==> config.mk <==
export PLATFORM = sky130hd
export DESIGN_NAME = oric_ram_arbiter_flat
export DESIGN_NICKNAME = d
export VERILOG_FILES = /design/src/rtl/oric_ram_arbiter_if.sv /design/src/rtl/oric_ram_arbiter.sv /design/src/flat_wrapper.sv
export SDC_FILE = /design/constraint.sdc
export NUM_CORES = 1
export LEC_CHECK = 0
export CAP_MARGIN = 10
export CORE_ASPECT_RATIO = 0.7
export CORE_UTILIZATION = 44
export CTS_CLUSTER_DIAMETER = 200
export DETAILED_ROUTE_END_ITERATION = 10
export PLACE_DENSITY_LB_ADDON = 0.15
export SETUP_SLACK_MARGIN = 0.4
export SYNTH_ARGS = -nofsm -noshare
export SYNTH_HDL_FRONTEND = slang
export SYNTH_SLANG_ARGS = --single-unit
export TNS_END_PERCENT = 5
==> constraint.sdc <==
create_clock -name clk_i -period 1.8 [get_ports clk_i]
set_clock_uncertainty 0.2 [all_clocks]
set_input_delay 0.54 -clock clk_i [delete_from_list [all_inputs] [get_ports clk_i]]
set_output_delay 0.54 -clock clk_i [all_outputs]
set_load 0.01 [all_outputs]
==> src/rtl/oric_ram_arbiter_if.sv <==
// oric_ram_arbiter_if: CPU, download and SDRAM port signals of the Oric RAM arbiter
interface oric_ram_arbiter_if;
   logic        cpu_cs;
   logic        cpu_oe;
   logic        cpu_we;
   logic [15:0] cpu_a;
   logic [7:0]  cpu_d;
   logic [7:0]  cpu_q;
   logic        cpu_valid;
   logic        dl_wr;
   logic [15:0] dl_a;
   logic [7:0]  dl_d;
   logic        dl_busy;
   logic        sdram_req;
   logic        sdram_ack;
   logic [15:0] sdram_a;
   logic [1:0]  sdram_ds;
   logic        sdram_we;
   logic [15:0] sdram_d;
   logic [15:0] sdram_q;
   modport slave (
      input  cpu_cs, cpu_oe, cpu_we, cpu_a, cpu_d, dl_wr, dl_a, dl_d, sdram_ack, sdram_q,
      output cpu_q, cpu_valid, dl_busy, sdram_req, sdram_a, sdram_ds, sdram_we, sdram_d
   );
   modport master (
      output cpu_cs, cpu_oe, cpu_we, cpu_a, cpu_d, dl_wr, dl_a, dl_d, sdram_ack, sdram_q,
      input  cpu_q, cpu_valid, dl_busy, sdram_req, sdram_a, sdram_ds, sdram_we, sdram_d
   );
endinterface

==> src/rtl/oric_ram_arbiter.sv <==
// oric_ram_arbiter: shares the toggle-handshake SDRAM port between the Oric CPU bus and a download write stream
module oric_ram_arbiter #(
   parameter logic [1:0] ROM_PAGE      = 2'b11,
   parameter bit         WRITE_PROTECT = 1'b1,
   parameter int         FAIR_MAX      = 4
) (
   input logic               clk_i,
   input logic               res_n_i,
   oric_ram_arbiter_if.slave bus
);
   typedef enum logic [1:0] {SYNC, IDLE, WAIT_CPU, WAIT_DL} state_t;
   state_t      r_state;
   logic        r_prev_rd, r_prev_wr;
   logic [15:0] r_prev_a;
   logic        r_cpu_pend, r_cpu_we;
   logic [15:0] r_cpu_a;
   logic [7:0]  r_cpu_d;
   logic        r_dl_pend, r_dl_busy;
   logic [15:0] r_dl_a;
   logic [7:0]  r_dl_d;
   logic [3:0]  r_fair;
   logic        r_req, r_sd_we, r_cpu_valid;
   logic [15:0] r_sd_a, r_sd_d;
   logic [1:0]  r_sd_ds;
   logic [7:0]  r_cpu_q;
   logic        w_rd, w_wr, w_trig, w_prot, w_cap, w_done, w_dl_load, w_dl_first;
   assign w_rd       = bus.cpu_cs & bus.cpu_oe;
   assign w_wr       = bus.cpu_cs & bus.cpu_we;
   assign w_trig     = (w_rd & ~r_prev_rd) | (w_wr & ~r_prev_wr) | (w_rd & (bus.cpu_a != r_prev_a));
   assign w_prot     = WRITE_PROTECT & w_wr & (bus.cpu_a[15:14] == ROM_PAGE);
   assign w_cap      = w_trig & ~w_prot;
   assign w_done     = bus.sdram_ack == r_req;
   assign w_dl_load  = bus.dl_wr & ~r_dl_busy;
   assign w_dl_first = r_dl_pend & ((r_fair == 4'(FAIR_MAX)) | ~r_cpu_pend);
   assign bus.cpu_q     = r_cpu_q;
   assign bus.cpu_valid = r_cpu_valid;
   assign bus.dl_busy   = r_dl_busy;
   assign bus.sdram_req = r_req;
   assign bus.sdram_a   = r_sd_a;
   assign bus.sdram_ds  = r_sd_ds;
   assign bus.sdram_we  = r_sd_we;
   assign bus.sdram_d   = r_sd_d;
   // Remember last cycle's CPU strobes and address to detect access starts
   always_ff @(posedge clk_i or negedge res_n_i) begin
      if (!res_n_i) begin
         r_prev_rd <= 1'b0;
         r_prev_wr <= 1'b0;
         r_prev_a  <= 16'h0000;
      end else begin
         r_prev_rd <= w_rd;
         r_prev_wr <= w_wr;
         r_prev_a  <= bus.cpu_a;
      end
   end
   // Request slots, grant/fairness FSM and the req/ack toggle sequencer
   always_ff @(posedge clk_i or negedge res_n_i) begin
      if (!res_n_i) begin
         r_state     <= SYNC;
         r_cpu_pend  <= 1'b0;
         r_cpu_we    <= 1'b0;
         r_cpu_a     <= 16'h0000;
         r_cpu_d     <= 8'h00;
         r_dl_pend   <= 1'b0;
         r_dl_busy   <= 1'b0;
         r_dl_a      <= 16'h0000;
         r_dl_d      <= 8'h00;
         r_fair      <= 4'd0;
         r_req       <= 1'b0;
         r_sd_we     <= 1'b0;
         r_sd_a      <= 16'h0000;
         r_sd_d      <= 16'h0000;
         r_sd_ds     <= 2'b11;
         r_cpu_q     <= 8'h00;
         r_cpu_valid <= 1'b0;
      end else begin
         r_cpu_valid <= 1'b0;
         if (w_cap) begin
            r_cpu_pend <= 1'b1;
            r_cpu_a    <= bus.cpu_a;
            r_cpu_we   <= w_wr;
            r_cpu_d    <= bus.cpu_d;
         end
         if (w_dl_load) begin
            r_dl_pend <= 1'b1;
            r_dl_busy <= 1'b1;
            r_dl_a    <= bus.dl_a;
            r_dl_d    <= bus.dl_d;
         end
         case (r_state)
            SYNC: if (w_done) r_state <= IDLE;
            IDLE: begin
               if (w_dl_first) begin
                  r_sd_a    <= r_dl_a;
                  r_sd_we   <= 1'b1;
                  r_sd_d    <= {r_dl_d, r_dl_d};
                  r_sd_ds   <= r_dl_a[0] ? 2'b10 : 2'b01;
                  r_req     <= ~r_req;
                  r_dl_pend <= 1'b0;
                  r_fair    <= 4'd0;
                  r_state   <= WAIT_DL;
               end else if (r_cpu_pend) begin
                  r_sd_a     <= r_cpu_a;
                  r_sd_we    <= r_cpu_we;
                  r_sd_d     <= {r_cpu_d, r_cpu_d};
                  r_sd_ds    <= r_cpu_we ? (r_cpu_a[0] ? 2'b10 : 2'b01) : 2'b11;
                  r_req      <= ~r_req;
                  r_cpu_pend <= w_cap;
                  r_fair     <= r_dl_pend ? r_fair + 4'd1 : 4'd0;
                  r_state    <= WAIT_CPU;
               end
            end
            WAIT_CPU: begin
               if (w_done) begin
                  if (!r_sd_we) begin
                     r_cpu_q     <= r_sd_a[0] ? bus.sdram_q[15:8] : bus.sdram_q[7:0];
                     r_cpu_valid <= 1'b1;
                  end
                  r_state <= IDLE;
               end
            end
            WAIT_DL: begin
               if (w_done) begin
                  r_dl_busy <= 1'b0;
                  r_state   <= IDLE;
               end
            end
            default: r_state <= SYNC;
         endcase
      end
   end
endmodule

==> src/flat_wrapper.sv <==
// flat-port wrapper written by rule: the top's interface ports become plain ports
module oric_ram_arbiter_flat 
#(
   parameter logic [1:0] ROM_PAGE      = 2'b11,
   parameter bit         WRITE_PROTECT = 1'b1,
   parameter int         FAIR_MAX      = 4
)
  (clk_i, res_n_i, bus_cpu_cs, bus_cpu_oe, bus_cpu_we, bus_cpu_a, bus_cpu_d, bus_dl_wr, bus_dl_a, bus_dl_d, bus_sdram_ack, bus_sdram_q, bus_cpu_q, bus_cpu_valid, bus_dl_busy, bus_sdram_req, bus_sdram_a, bus_sdram_ds, bus_sdram_we, bus_sdram_d);
  oric_ram_arbiter_if bus_i ();
  input logic clk_i;
  input logic res_n_i;
  input wire logic [$bits(bus_i.cpu_cs)-1:0] bus_cpu_cs;
  input wire logic [$bits(bus_i.cpu_oe)-1:0] bus_cpu_oe;
  input wire logic [$bits(bus_i.cpu_we)-1:0] bus_cpu_we;
  input wire logic [$bits(bus_i.cpu_a)-1:0] bus_cpu_a;
  input wire logic [$bits(bus_i.cpu_d)-1:0] bus_cpu_d;
  input wire logic [$bits(bus_i.dl_wr)-1:0] bus_dl_wr;
  input wire logic [$bits(bus_i.dl_a)-1:0] bus_dl_a;
  input wire logic [$bits(bus_i.dl_d)-1:0] bus_dl_d;
  input wire logic [$bits(bus_i.sdram_ack)-1:0] bus_sdram_ack;
  input wire logic [$bits(bus_i.sdram_q)-1:0] bus_sdram_q;
  output wire logic [$bits(bus_i.cpu_q)-1:0] bus_cpu_q;
  output wire logic [$bits(bus_i.cpu_valid)-1:0] bus_cpu_valid;
  output wire logic [$bits(bus_i.dl_busy)-1:0] bus_dl_busy;
  output wire logic [$bits(bus_i.sdram_req)-1:0] bus_sdram_req;
  output wire logic [$bits(bus_i.sdram_a)-1:0] bus_sdram_a;
  output wire logic [$bits(bus_i.sdram_ds)-1:0] bus_sdram_ds;
  output wire logic [$bits(bus_i.sdram_we)-1:0] bus_sdram_we;
  output wire logic [$bits(bus_i.sdram_d)-1:0] bus_sdram_d;
  assign bus_i.cpu_cs = bus_cpu_cs;
  assign bus_i.cpu_oe = bus_cpu_oe;
  assign bus_i.cpu_we = bus_cpu_we;
  assign bus_i.cpu_a = bus_cpu_a;
  assign bus_i.cpu_d = bus_cpu_d;
  assign bus_i.dl_wr = bus_dl_wr;
  assign bus_i.dl_a = bus_dl_a;
  assign bus_i.dl_d = bus_dl_d;
  assign bus_i.sdram_ack = bus_sdram_ack;
  assign bus_i.sdram_q = bus_sdram_q;
  assign bus_cpu_q = bus_i.cpu_q;
  assign bus_cpu_valid = bus_i.cpu_valid;
  assign bus_dl_busy = bus_i.dl_busy;
  assign bus_sdram_req = bus_i.sdram_req;
  assign bus_sdram_a = bus_i.sdram_a;
  assign bus_sdram_ds = bus_i.sdram_ds;
  assign bus_sdram_we = bus_i.sdram_we;
  assign bus_sdram_d = bus_i.sdram_d;
  oric_ram_arbiter #(.ROM_PAGE(ROM_PAGE), .WRITE_PROTECT(WRITE_PROTECT), .FAIR_MAX(FAIR_MAX)) u_core (.clk_i(clk_i), .res_n_i(res_n_i), .bus(bus_i));
endmodule
==> impl_metrics.tcl, run 1 <==
set metrics [dict create \
    slew_violations 0 \
    worstSetupPathType "flip-flop to flip-flop" \
    fp-row-count 31 \
    wl_mm 10.89 \
    grt_pass1_vias 3448 \
    period_needed_ns 2.193 \
    rsz0062_at_grt "yes" \
    cts_buffers 17 \
    synthArstFlopShare 1.000 \
    finalWorstSetupSlack_ns -0.3927 \
    routedWlPerCell_um 16.52 \
    root_buffer "clkbuf_16" \
    min_path_type "primary input to flip-flop" \
    netlist_instances 358 \
    clk_pin_slew_ns 0.05 \
    cpPeakStageDelay_ns 0.40 \
    drt-vias-per-instance 5.002 \
    violations "setup timing" \
    synth_ff_type "dfrtp_1" \
    seq_area_frac_synth 0.5998 \
    clk_latency_ns 0.40 \
    synth_top_area_cell "dfrtp_1" \
    yosysMostFrequentCell "dfrtp_1" \
    grt_max_degree 62 \
    netlist_area_um2 4718 \
    multi_input_area_um2 1899 \
    synth_seq_cells 113 \
    finalHoldViolations 0 \
    cts.sinks 113 \
    synth-edff-count 0 \
    crit_fanout 5 \
    synth_cell_types 37 \
    startpoint_type "flip-flop" \
    drt_pass1_iterations 4 \
    ant_nets 0 \
    max_cap_viol_count 0 \
    avgSynthCellArea_um2 13.18 \
    num_antenna_cells 0 \
    num_vias 3296 \
    setup_viol 52 \
    worstPathArrival_ns 2.28 \
    synth_top_area_frac 0.5887 \
    die_height_um 88.64 \
    maxClockFrequency_mhz 456.1 \
    seq_area_um2 2830 \
    wl_met3_um 596 \
    top_layer_used "met4" \
    antenna_found_initial 0 \
    ios 117 \
    start_util 0.4539 \
    crit_required_ns 1.88 \
    grt_usage 0.2122 \
    slew_headroom 0.7596 \
    leakage_nw 3.243 \
    vdd_ir_drop_max_v 0.0008422 \
    synthTopCellsByArea "dfrtp_1 59%, mux2_2 7.2%, mux2i_1 6.6%" \
    nets 587 \
    yosys-top-cells-count "111 x dfrtp_1, 39 x o21ai_0, 38 x nand2_1, 31 x mux2i_1, 30 x mux2_2" \
    tightest_slew_ns 0.3579 \
    fin_util 0.6701 \
    cp-end-kind "flip-flop" \
    drc 0 \
    grt_overflow_total 0 \
    synth_fp_nets 431 \
    place_congestion 0.7298 \
    wl_met1_mm 5.285 \
    cts_tree "built" \
    slowest_stage "nor4_4" \
    path_delay_family "buffers and inverters" \
    layout-drive-gt1-share 0.3586 \
    drt_iter0_drc 150 \
    p_total_mw 11.21 \
    synthToLayoutAreaGrowth_pct 47.63 \
    crit_path_cell_trace "xor2_2 > nor4_4 > a41oi_4 > buf_6 > buf_12 > buf_16 > mux2_4" \
    finalSetupTns_ns -9.461 \
    clockBufferDepth 2 \
    core_area_um2 10400 \
    die_w_um 125.8 \
    fill_cells 770 \
    path_buf_inv 3 \
    cts_max_level 4 \
    grt_pass1_wl_mm 17.83 \
    hpwl_mm 6.993 \
    wl_met2_mm 4.908 \
    yosysWarnings 0 \
    die_area_um2 11150 \
    power.density_nw_per_um2 1609 \
    status "complete, but fails checks" \
    post-route-period-util 1.218 \
    io_buffers 116 \
]
==> through the flow <==
step,std cells,worst slack (ns),hold WS (ns),area [µm²]
after floorplan,358,-0.2613,0.04441,4722
after detailed placement,619,-0.8504,0.1679,6264
after global placement,619,-0.8011,0.1691,6264
after CTS,659,-0.3641,0.2357,6942
final,659,-0.3927,0.1216,6965
after global routing,659,-0.4547,0.1069,6965
==> layout make-up <==
cell class              instances  area share
clock inverters                11     0.01976
multi-input cells             214      0.2727
repair buffers                161      0.2091
inverters                       7    0.003772
flip-flops and latches        113      0.4063
clock buffers                  21     0.06467
well taps                     132     0.02371
==> repair_timing <==
action,CTS,global route
pin swaps,17,7
gates cloned,3,0
endpoints found under the setup margin,139,136
hold buffers,1,0
resized for setup,259,20
buffers inserted,4,0
hold endpoints to repair,37,0
==> final timing paths <==
path                                                 start                                  to  slack, ns  cells past startpoint
max                           u_core.r_prev_a[5]$_DFF_PN0_       u_core.r_cpu_d[3]$_DFFE_PN0P_      -0.39                      7
max in group asynchronous                          res_n_i        u_core.r_prev_a[9]$_DFF_PN0_       0.56                      3
min reg2reg                u_core.bus.cpu_q[3]$_DFFE_PN0P_     u_core.bus.cpu_q[3]$_DFFE_PN0P_       0.27                      2
max reg2reg                   u_core.r_prev_a[5]$_DFF_PN0_       u_core.r_cpu_d[3]$_DFFE_PN0P_      -0.39                      7
min in group asynchronous                          res_n_i  u_core.bus.sdram_d[11]$_DFFE_PN0P_       0.30                      2
min                                           bus_cpu_a[2]        u_core.r_prev_a[2]$_DFF_PN0_       0.12                      1
==> metal layers <==
layer  track usage  up-vias
li1              -     1538
met1        0.2924     1651
met2        0.3253       96
met3       0.06469       11
met4       0.06572        0
met5             0        -
==> sequential cells by signal, indices dropped and copies added, names as in the netlist, 2 cells and up <==
name,count
u_core.bus.sdram_ds,2
u_core.r_dl_d,8
u_core.r_cpu_d,8
u_core.bus.cpu_q,8
u_core.r_state,2
u_core.r_prev_a,16
u_core.r_fair,4
u_core.bus.sdram_d,8
u_core.r_cpu_a,16
u_core.r_dl_a,16
u_core.bus.sdram_a,16
==> logic make-up (layout without fill, tap and decap cells) <==
| logic type | count (synthesis) | in the layout | share of synthesized area |
|---|---|---|---|
| DFF | 113 | 113 | 0.5998 |
| muxes | 80 | 80 | 0.1978 |
| and+or+nand+nor | 61 | 61 | 0.06232 |
| AOI/OAI and AO/OA | 53 | 53 | 0.06603 |
| buffers and inverters | 31 | 200 | 0.03527 |
| xor gates and xnor gates | 18 | 18 | 0.03341 |
| adders and majority gates | 2 | 2 | 0.005303 |
==> layout by cell type, fill, tap and decap left out, types with 2 or more instances in the layout <==
master,n
a21o_1,2
a21oi_1,4
buf_12,5
buf_16,3
buf_2,39
buf_4,27
buf_6,15
buf_8,2
bufinv_16,3
clkbuf_1,3
clkbuf_16,17
clkdlybuf4s15_1,2
clkdlybuf4s50_1,49
clkinv_2,5
clkinvlp_4,3
dfrtp_1,111
dfstp_2,2
dlygate4sd2_1,16
ha_1,2
inv_1,7
mux2_2,5
mux2_4,44
mux2i_1,31
nand2_1,38
nand3_1,3
nand3b_1,2
nand4_1,4
nor2_1,6
o21ai_0,25
o21ai_1,14
xnor2_1,12
xnor2_2,2
xor2_2,4
==> where the power goes <==
group	switching [mW]	leakage [nW]	internal [mW]
clock	1.14	0.283	2.20
sequential	0.568	1.36	3.44
combinational	1.79	1.60	2.07
No activity file was read; power rests on OpenSTA's default activity.
==> run 2, diff against run 1 <==
--- a/config.mk
+++ b/config.mk
@@ -5,9 +5,10 @@
 export SDC_FILE = /design/constraint.sdc
 export NUM_CORES = 1
 export LEC_CHECK = 0
+export ABC_AREA = 1
 export CAP_MARGIN = 10
 export CORE_ASPECT_RATIO = 0.7
-export CORE_UTILIZATION = 44
+export CORE_UTILIZATION = 45
 export CTS_CLUSTER_DIAMETER = 200
 export DETAILED_ROUTE_END_ITERATION = 10
 export PLACE_DENSITY_LB_ADDON = 0.15
==> run 2 against run 1 <==
  * Utilization increased by 11 points
  * Highest routed layer unchanged
  * Global-route usage increased by 5.1 points
  * Sequential cell count stayed put
  * Synthesized cell count increased by 52%
  * Critical path depth shrank 6
  * Critical endpoint is now bus_sdram_ds[1]
  * Cell area rose by 17%
  * The run still ends with setup timing left
  * Clock power down 6.3%
  * Sequential power is 10% higher
  * Synthesized area increased by 2.8%
  * Total power rose by 23%
==> impl_metrics.tcl, run 2 <==
set metrics [dict create \
    status "complete, but fails checks" \
    violations "setup timing" \
    slew_violations 0 \
    num_antenna_cells 0 \
    synthToLayoutAreaGrowth_pct 67.63 \
    placed_cell_area_um2 6411 \
    max_cap_viol_count 0 \
    tightest_slew_ns 0.4135 \
    slowest_stage "dfstp_2" \
    synth_fp_nets 618 \
    yosys-top-cells-count "197 x nand2_1, 111 x dfrtp_1, 55 x a21oi_1, 41 x nor2_1, 36 x inv_1" \
    die_area_um2 11210 \
    synth_seq_cells 113 \
    avgSynthCellArea_um2 8.901 \
    vdd_ir_drop_max_v 0.0009543 \
    fill_cells 629 \
    period_needed_ns 1.819 \
    netlist_instances 545 \
    maxClockFrequency_mhz 549.8 \
    dp_slack_ns -0.5927 \
    synth_top_family_by_area "simple AND/OR/NAND/NOR gates" \
    power.density_nw_per_um2 1701 \
    routedWlPerCell_um 18.76 \
    finalHoldViolations 0 \
    synthAdderAreaFrac 0.005159 \
    synth_top_area_cell "dfrtp_1" \
    netlist_area_um2 4851 \
    die_height_um 88.87 \
    synth_top_area_frac 0.5726 \
    cpPeakStageDelay_ns 0.56 \
    drt-vias-per-instance 5.376 \
    yosysWarnings 0 \
    yosysMostFrequentCell "nand2_1" \
    worstPathArrival_ns 1.08 \
    clk_latency_ns 0.41 \
    post-route-period-util 1.011 \
    crit_path_cell_trace "buf_6" \
    ant_nets 0 \
    grt_usage 0.2635 \
    clk_pin_slew_ns 0.05 \
    root_buffer "clkbuf_16" \
    cts_tree "built" \
    grt_pass1_wl_mm 22.32 \
    place_congestion 0.7763 \
    path_delay_family "flip-flops" \
    slew_headroom 0.7243 \
    worstSetupPathType "flip-flop to output port" \
    fp-row-count 31 \
    rsz0062_at_grt "yes" \
    grt_pass1_vias 4497 \
    seq_area_frac_synth 0.5834 \
    cts_buffers 17 \
    cts.sinks 113 \
    crit_required_ns 1.06 \
    path_buf_inv 1 \
    crit_fanout 2 \
    cp-end-kind "output port" \
    met2_usage 0.4480 \
    grtUsageMet3 0.05562 \
    synthArstFlopShare 1.000 \
    die_w_um 126.1 \
    core_area_um2 10400 \
    grtUsageMet1 0.3249 \
    drc 0 \
    leakage_nw 3.945 \
    hpwl_mm 8.442 \
    nets 786 \
    seq_area_um2 2831 \
    num_vias 4607 \
    setup_viol 2 \
    startpoint_type "flip-flop" \
    wl_mm 16.08 \
    synthTopCellsByArea "dfrtp_1 57%, nand2_1 15%, a21oi_1 5.7%" \
    min_path_type "primary input to flip-flop" \
    clockBufferDepth 2 \
    synth-edff-count 0 \
    cts_max_level 4 \
    fin_area_um2 8132 \
    antenna_found_initial 0 \
    drt_iter0_drc 343 \
    final_common_cell "dfrtp_1" \
    drt_pass1_iterations 5 \
    synth_ff_type "dfrtp_1" \
    finalWorstSetupSlack_ns -0.01898 \
    synth_xor_area_frac 0.01264 \
    multi_input_area_um2 2706 \
    layout-drive-gt1-share 0.4607 \
    grt.busiest_layer "met2" \
    ios 117 \
    synth_compound_area_frac 0.08047 \
    grt_overflow_total 0 \
    io_buffers 116 \
    start_util 0.4667 \
    synth_cell_types 33 \
    layout_common_cells "110 x dfrtp_1, 99 x nand2_1, 56 x nand2_2, 48 x clkdlybuf4s50_1" \
    synthSimpleGateAreaFrac 0.2355 \
    muxShareOfSynthArea 0.01651 \
    grt_max_degree 32 \
]
run 2: cell count changes after synthesis, sizes merged, moves of 10 or more:
cell	before	now
o21ai	40	8
mux2	49	0
inv	7	38
a21oi	4	55
xnor2	14	4
nor2	6	44
nand2	38	198
mux2i	31	8
nand3	3	31
run 2: logic make-up (layout without fill, tap and decap cells):
family	Yosys count	after routing
mux	8	8
compound gates	70	70
fa+ha+maj	2	2
buf+inv	67	244
simple gates	278	281
xor+xnor	7	7
flops	113	113
run 2: worst paths after layout:
check | to | from | cells past startpoint | slack (ns)
min in group asynchronous | u_core.r_state[1]$_DFFE_PN0P_ | res_n_i | 2 | 0.41
min reg2reg | u_core.r_cpu_a[6]$_DFFE_PN0P_ | u_core.r_cpu_a[6]$_DFFE_PN0P_ | 2 | 0.31
min | u_core.r_prev_a[13]$_DFF_PN0_ | bus_cpu_a[13] | 2 | 0.18
max | bus_sdram_ds[1] | u_core.bus.sdram_ds[1]$_DFFE_PN1P_ | 1 | -0.02
max reg2reg | u_core.r_cpu_pend$_DFF_PN0_ | u_core.r_fair[1]$_DFFE_PN0P_ | 9 | 0.02
max in group asynchronous | u_core.r_dl_a[4]$_DFFE_PN0P_ | res_n_i | 3 | 0.52
run 2: metal layers:
layer	routed length, µm	vias to the layer above	share of wire
met5	0	-	0
met4	418	0	0.026
met3	934	35	0.058
met2	8219	191	0.51
met1	6503	2302	0.40
li1	-	2079	-
run 2: power by group:
part / switching (mW) / internal [mW] / total (mW)
clock: 1.13 / 1.99 / 3.12
sequential: 0.973 / 3.44 / 4.42
combinational: 3.49 / 2.81 / 6.29
run 2: final cells by class:
cell class,instances,share of cell area
Timing Repair Buffer,175,0.2108
Clock inverter,5,0.003077
Tap cell,132,0.02031
Inverter,38,0.01970
Clock buffer,26,0.06509
Multi-Input combinational cell,368,0.3328
Sequential cell,113,0.3482
run 2: stage by stage:
step,hold WS (ns),setup TNS (ns),cells,utilization,power (mW)
3_5_place_dp,0.2598,-22.02,801,0.6168,8.268
2_1_floorplan,0.04441,0,545,-,6.210
6_report,0.1783,-0.03045,857,0.7823,13.83
4_1_cts,0.2074,-0.02709,848,0.7346,12.38
3_3_place_gp,0.2561,-20.08,801,0.6168,8.112
5_1_grt,0.1857,-0.2674,857,0.7823,14.44
run 2: repair_timing:
item | 4_1_cts | 5_1_grt
endpoints found under the setup margin | 141 | 210
gates resized for setup | 412 | 91
pin swaps | 90 | 122
hold buffers | 1 | 0
setup buffers | 10 | 5
endpoints found under the hold margin | 25 | 0
cloned | 5 | 4
==> variant, RTL diff (settings of run 1) <==
Re-encode `state_t` (4 states) as Gray code, 2 bits wide.
--- a/src/rtl/oric_ram_arbiter.sv
+++ b/src/rtl/oric_ram_arbiter.sv
@@ -10,3 +10,3 @@
 );
-   typedef enum logic [1:0] {SYNC, IDLE, WAIT_CPU, WAIT_DL} state_t;
+   typedef enum logic [1:0] {SYNC = 2'b00, IDLE = 2'b01, WAIT_CPU = 2'b11, WAIT_DL = 2'b10} state_t;
    state_t      r_state;
Formal check against the unedited RTL: same outputs for any inputs over 4 cycles, from zero or initial values; so few cycles prove little.
==> variant against run 1 <==
The flow finishes with violations (hold timing, setup timing); design area up 3.2%; setup slack better by 0.090 ns; critical endpoint is now u_core.r_cpu_d[1]$_DFFE_PN0P_; critical path depth up 1; sequential cell count unchanged; critical path type is now in2reg; global-route usage up 0.57 points; die area about the same; routed wire length up 5.1%; largest power group is now combinational cells; synthesized area about the same; total power up 3.0%.
==> variant: results <==
metrics = {
    "outcome": {
        "outcome": "complete, but fails checks",
        "violations": "hold timing, setup timing",
    },
    "critical_path": {
        "crit_start": "bus_cpu_a[15]",
        "rr_startpoint": "u_core.r_prev_a[15]$_DFF_PN0_",
        "crit_path_max_incr_delay_ns": 0.29,
        "reg2reg_slack_ns": -0.28,
        "crit_arrival_ns": 2.19,
        "cp_max_fo": 7,
        "crit_type": "in2reg",
        "r2r_end": "u_core.r_cpu_d[1]$_DFFE_PN0P_",
        "cp_slowest_cell": "mux2_4",
    },
    "route": {
        "drt_iter0_drc": 172,
        "drt-total-wl_mm": 11.4,
        "met2_length_mm": 5.35,
        "via_per_inst": 4.93,
        "route.layer.met1.wl_mm": 5.38,
        "dr_wl_met3_um": 623,
    },
    "logic_synthesis": {
        "muxShareOfSynthArea": 0.198,
        "synth.area.top_cells": "dfrtp_1 59%, mux2_2 7.2%, mux2i_1 6.6%",
        "yosysSeqAreaShare": 0.599,
        "synthAdderAreaFrac": 0.00530,
        "synth_common_cells": "111 x dfrtp_1, 39 x nand2_1, 39 x o21ai_0, 31 x mux2i_1, 30 x mux2_2",
        "synthXorXnorAreaFrac": 0.0334,
        "synth_compound_area_frac": 0.0657,
    },
    "global_route": {
        "met2_usage": 0.349,
        "grt_use_total": 0.218,
        "met1_usage": 0.287,
        "met3_usage": 0.0635,
        "grt_pass1_wl_mm": 18.0,
        "antenna_found_initial": 1,
        "grt_pass1_vias": 3456,
        "grt_max_degree": 61,
    },
    "power": {
        "p_leak_nw": 3.31,
        "ir_drop_mv": 1.13,
        "swShare": 0.320,
    },
    "sta": {
        "finalSetupViolCount": 44,
        "hold_ws_ns": -0.123,
        "finalWorstSetupSlack_ns": -0.303,
        "maxSlewHeadroom": 0.692,
        "hold_violations": 22,
    },
    "place": {
        "placed_cell_area_um2": 6340,
        "hpwlAfterDp_mm": 7.14,
        "dp.cells": 625,
        "routabilityCongestion": 0.712,
    },
    "worst_hold_path": {
        "hp-class": "in2async",
    },
    "cells_and_area": {
        "finalNonFillerCells": 671,
        "nets": 598,
        "layout-drive-gt1-share": 0.409,
    },
    "clock_network": {
        "cts_buffers": 17,
        "htree_levels": 4,
    },
}
==> variant: changes by cell type after synthesis <==
cell | before | now
a21oi_1 | 4 | 5
a31oi_1 | 1 | 0
buf_2 | 4 | 5
clkbuf_1 | 9 | 8
nand2_1 | 38 | 39
nand3_1 | 3 | 2
nand4b_1 | 0 | 1
nor2_1 | 6 | 5
==> variant: timing repair <==
action	in CTS	in global routing
setup endpoints to repair	141	140
gates resized for setup	266	58
hold endpoints to repair	22	22
gates cloned	2	0
setup buffers	11	0
pin swaps	17	14
==> variant: cell type report <==
class | count | area [um^2]
Antenna cell | 1 | 2.50
Clock buffer | 19 | 453
Clock inverter | 13 | 160
Fill cell | 742 | 3210
Inverter | 7 | 26.3
Multi-Input combinational cell | 214 | 1970
Sequential cell | 113 | 2830
Tap cell | 132 | 165
Timing Repair Buffer | 172 | 1580
==> variant: worst max-delay path: cells and delay by family <==
| kind | cells | cell delay, ns |
|---|---|---|
| buffers and inverters | 3 | 0.58 |
| and+or+nand+nor | 2 | 0.40 |
| muxes | 1 | 0.29 |
| xor gates and xnor gates | 1 | 0.20 |
| AOI/OAI and AO/OA | 1 | 0.17 |
==> variant: power by group through the flow <==
stage	registers [mW]	clock network [mW]	logic, mW
4_1_cts	3.99	3.47	3.88
6_report	4.03	3.41	4.10
3_5_place_dp	3.99	0	3.91
2_1_floorplan	4.08	0	1.91
3_3_place_gp	3.96	0	3.81
5_1_grt	4.14	3.59	4.50
==> variant: stage by stage <==
stage          setup TNS, ns  setup slack [ns]
2_1_floorplan          -5.89            -0.261
3_3_place_gp          -30.30            -0.818
3_5_place_dp          -31.43            -0.856
4_1_cts                -6.09            -0.237
5_1_grt               -11.72            -0.342
6_report               -7.70            -0.303
